--- config.mk ---
export PLATFORM = sky130hd
export DESIGN_NAME = flag_register
export DESIGN_NICKNAME = d
export VERILOG_FILES = /design/src/rtl/flag_register.sv
export SDC_FILE = /design/constraint.sdc
export NUM_CORES = 1
export LEC_CHECK = 0
export BUFFER_PORTS_ARGS = -buffer_cell sky130_fd_sc_hd__buf_4
export CAP_MARGIN = 20
export CORE_AREA = 2 2 56 58
export DETAILED_ROUTE_END_ITERATION = 12
export DIE_AREA = 0 0 58 60
export PLACE_DENSITY = 0.73
export RECOVER_POWER = 100
export SYNTH_ARGS = -nofsm -noshare
export SYNTH_HDL_FRONTEND = slang
export SYNTH_SLANG_ARGS = --single-unit
--- constraint.sdc ---
create_clock -name clk -period 7.2 [get_ports clk]
set_clock_uncertainty 0.15 [all_clocks]
set_input_delay 0 -clock clk [delete_from_list [all_inputs] [get_ports clk]]
set_output_delay 0 -clock clk [all_outputs]
set_load 0.02 [all_outputs]
--- src/rtl/flag_register.sv ---
// Architectural flag register with an interrupt save/restore LIFO and condition evaluation.
// Flags and stack update one cycle after a write; condition and full/empty decode are combinational.
module flag_register #(
  parameter int STACK_DEPTH = 4
) (
  input  logic       clk,
  input  logic       rst_n,
  input  logic [3:0] set_flags,
  input  logic       set_we,
  input  logic [3:0] alu_flags,
  input  logic       alu_we,
  input  logic       push,
  input  logic       pop,
  input  logic       err_clr,
  input  logic [2:0] cond,
  output logic [3:0] flags,
  output logic       cond_true,
  output logic [3:0] depth,
  output logic       stack_full,
  output logic       stack_empty,
  output logic       stack_err
);

  localparam int         IW         = $clog2(STACK_DEPTH);
  localparam logic [3:0] FULL_DEPTH = 4'(STACK_DEPTH);

  logic [3:0]    flags_q, flags_d;
  logic [3:0]    depth_q, depth_d;
  logic          err_q, err_d;
  logic [3:0]    stack_q [STACK_DEPTH];
  logic [IW-1:0] wr_idx, rd_idx;
  logic          push_ok, pop_ok, err_new;

  assign stack_full  = (depth_q == FULL_DEPTH);
  assign stack_empty = (depth_q == 4'd0);

  // Depth is a power of two, so the low bits wrap correctly when the stack is full.
  assign wr_idx = depth_q[IW-1:0];
  assign rd_idx = wr_idx - IW'(1);

  always_comb begin
    push_ok = push & ~pop & ~stack_full;
    pop_ok  = pop & ~push & ~stack_empty;
    err_new = (push & ~pop & stack_full) | (pop & ~push & stack_empty);

    flags_d = flags_q;
    if (pop_ok)      flags_d = stack_q[rd_idx];
    else if (alu_we) flags_d = alu_flags;
    else if (set_we) flags_d = set_flags;

    depth_d = depth_q;
    if (push_ok)     depth_d = depth_q + 4'd1;
    else if (pop_ok) depth_d = depth_q - 4'd1;

    // A new error outranks a coincident clear.
    err_d = err_new | (err_q & ~err_clr);
  end

  always_ff @(posedge clk or negedge rst_n) begin
    if (!rst_n) begin
      flags_q <= 4'd0;
      depth_q <= 4'd0;
      err_q   <= 1'b0;
      for (int i = 0; i < STACK_DEPTH; i++) stack_q[i] <= 4'd0;
    end else begin
      flags_q <= flags_d;
      depth_q <= depth_d;
      err_q   <= err_d;
      if (push_ok) stack_q[wr_idx] <= flags_q;
    end
  end

  always_comb begin
    cond_true = 1'b1;
    case (cond)
      3'd0: cond_true = 1'b1;
      3'd1: cond_true = flags_q[0];
      3'd2: cond_true = ~flags_q[0];
      3'd3: cond_true = flags_q[2];
      3'd4: cond_true = ~flags_q[2];
      3'd5: cond_true = flags_q[3];
      3'd6: cond_true = flags_q[1];
      3'd7: cond_true = flags_q[3] ^ flags_q[1];
      default: cond_true = 1'b1;
    endcase
  end

  assign flags     = flags_q;
  assign depth     = depth_q;
  assign stack_err = err_q;

endmodule
==> summary.txt <==
Routed length per instance: 14.5 um
Hold Violations, Final: 0
Hold Path Cell Cnt: 5
R2R cell count: 11
Ant diodes: 0
Commonest non-fill, non-tap cell in the layout: dfrtp_1
DIE HEIGHT: 60 um
CTS root buf: clkbuf_4
CP max FO: 10
Area of the core: 2900 um2
Worst reg2reg setup slack: 3.72 ns
Die ar.: 3480 um2
CTS tree: built
Worst slew pin tran: 1.31 ns
Final setup violation count: 0
Placed Area: 1640 um2
Worst reg2reg path endpoint: depth[3]$_DFFE_PN0P_
Post-CTS sizing: 0
Max Buffers Root-to-Sink: 2
Leak: 0.801 nW
Effective utilization at floorplan: 48.1%
Most frequent cells in the layout: dfrtp_1 (25), mux2_2 (16), buf_4 (16)
# IOs: 30
Worst hold path endpoint: stack_err$_DFF_PN0_
Reg2reg start: depth[0]$_DFFE_PN0P_
Die W: 58 um
FF+latch count, synth: 25
Total global-route track usage: 19.7%
Syn-to-layout area delta: 25.3%
Synth cell types: 34
GRT Residual Overflow: 0
Post-route ant nets: 0
# port buffers: 29
Max Clock Freq: 287 MHz
Synth Area in Compound Gates: 11.4%
Req. time, crit path: 7.26 ns
Critical Path Source Type: flip-flop
Worst skew pair latency: 0.32 ns
XOR/XNOR Fraction of Synth Area: 1.88%
Row count: 20
Clock slew at reported path FFs: 0.14 ns
Num CTS Buffers: 3
Outcome: complete, no violations
First-pass GRT wire length: 5.06 mm
Syn Nets: 148
Final worst path period share: 48.4%
Synthesized cell area: 1400 um2
Worst slew margin: 12.8%
Combinational family with the most area after synthesis: multiplexers
Yosys warning total: 0
Synthesized area per cell: 11.4 um2
DP Cell Count: 181
Post-Synth Simple-Gate Area: 8.78%
Worst hold path type: in2reg
Setup TNS: 0 ns
RSZ-0062 raised after global routing: no
Vias in the first global route: 1116
Layout Nets: 192
Slew Limit Fails: 0
Synth Area in Adders: 6.81%
Post-synthesis mux area share: 22.9%
Critical Path AT: 3.55 ns
Clk sinks: 25
Non-filler cells in the finished layout: 199
Detailed placer's ending HPWL: 2.11 mm
Routability cong.: 0.879
Share of cells above drive strength 1: 24.7%
Max cap viols: 0
Post-Route WL: 2.89 mm
Initial antenna violation count: 0
H-tree depth: 1
Hold path start: push
Fin crit period: 3.48 ns
Sequential area share after synthesis: 44.8%
DR vias: 1064
Number of vias per cell: 5.35
Largest net degree at the start of global routing: 26
CP endpoint kind: flip-flop
TritonRoute pass-1 iters: 4
Setup CP Type: reg2reg
Finished layout cell area: 1750 um2
# DRC: 0
Worst IR drop on VDD: 0.212 mV
1st-iter DRT viols: 28
Synth Instances: 123
Pwr dens: 357 nW/um2
[per-layer routing]
layer  wire [um]  global-route usage [%]
met5           0                       0
met2        1470                    35.2
met3         137                    2.60
met1        1250                    24.7
met4          32                    6.98
[cell families after synthesis]
family,count (synthesis)
simple gates,25
flops,25
xor+xnor,3
fa+ha+maj,7
buf+inv,12
compound gates,26
mux,25
[critical path, stage by stage (launching register included)]
cell,delay [ns]
dfrtp_1,0.65
inv_1,0.18
ha_1,0.30
nand3b_1,0.14
and2_0,0.24
inv_1,0.13
ha_1,0.28
a21o_1,0.17
a21oi_1,0.25
mux2i_1,0.22
a22oi_1,0.10
dlygate4sd3_1,0.57
[layout make-up]
class                      count  area (um2)
timing repair buffer          43         307
inverter                       8        30.0
sequential                    25         626
fill                         266        1150
tap                           33        41.3
clock buffer                   3        22.5
clock inverter                 1        7.51
multi-input combinational     86         716
[registers in the layout (all words and copies together), names as in the netlist]
signal     cells
depth          4
stack_err      1
stack_q       16
flags          4
[cells in the mapped netlist, drive strengths merged]
cell type / number / share of area [%]
o32ai: 1 / 0.63
mux2i: 5 / 3.6
o221ai: 1 / 0.63
fa: 1 / 1.4
ha: 6 / 5.4
a21o: 2 / 1.1
nor3b: 1 / 0.54
a21oi: 8 / 3.1
nor2: 8 / 2.3
a22oi: 1 / 0.54
xnor2: 1 / 0.63
nand3b: 1 / 0.54
and2: 1 / 0.54
xor2: 2 / 1.3
o21ai: 9 / 3.2
a31oi: 1 / 0.45
nand2: 9 / 2.4
mux2: 16 / 13
and3: 1 / 0.45
dfrtp: 25 / 45
a21boi: 1 / 0.54
nor2b: 1 / 0.45
o211ai: 1 / 0.54
a221oi: 1 / 0.63
inv: 8 / 2.2
clkbuf: 1 / 0.27
and2b: 2 / 1.1
buf: 3 / 0.99
nand2b: 1 / 0.45
mux4: 4 / 6.5
[where the power goes]
group          total (W)  switching [W]  internal (W)
logic           0.000293       0.000136      0.000157
clock network  0.0000640      0.0000427     0.0000212
registers       0.000267      0.0000649      0.000202
total           0.000624       0.000244      0.000380
[stage by stage]
stage,utilization [%],total power [W],setup slack (ns),hold slack (ns)
final,60.3,0.000624,3.72,0.0444
after global routing,60.3,0.000683,3.33,0.0802
after CTS,62.6,0.000657,3.85,0.0724
after detailed placement,56.4,0.000577,4.43,-0.229
after global placement,56.4,0.000568,4.53,-0.234
after floorplan,-,0.000479,4.55,-0.446
[worst max path at each step]
stage | from | to | slack [ns] | depth (start not counted)
3_5_place_dp | depth[0]$_DFFE_PN0P_ | depth[3]$_DFFE_PN0P_ | 4.43 | 10
5_1_grt | depth[0]$_DFFE_PN0P_ | depth[3]$_DFFE_PN0P_ | 3.33 | 11
2_1_floorplan | depth[0]$_DFFE_PN0P_ | depth[3]$_DFFE_PN0P_ | 4.55 | 11
3_3_place_gp | depth[0]$_DFFE_PN0P_ | depth[3]$_DFFE_PN0P_ | 4.53 | 10
6_report | depth[0]$_DFFE_PN0P_ | depth[3]$_DFFE_PN0P_ | 3.72 | 11
4_1_cts | depth[0]$_DFFE_PN0P_ | depth[3]$_DFFE_PN0P_ | 3.85 | 11
[repair_timing]
item                      CTS  global route
hold endpoints to repair   31             0
buffers inserted            0             0
hold buffers               14             0
Power figures use the tool's default switching activity.
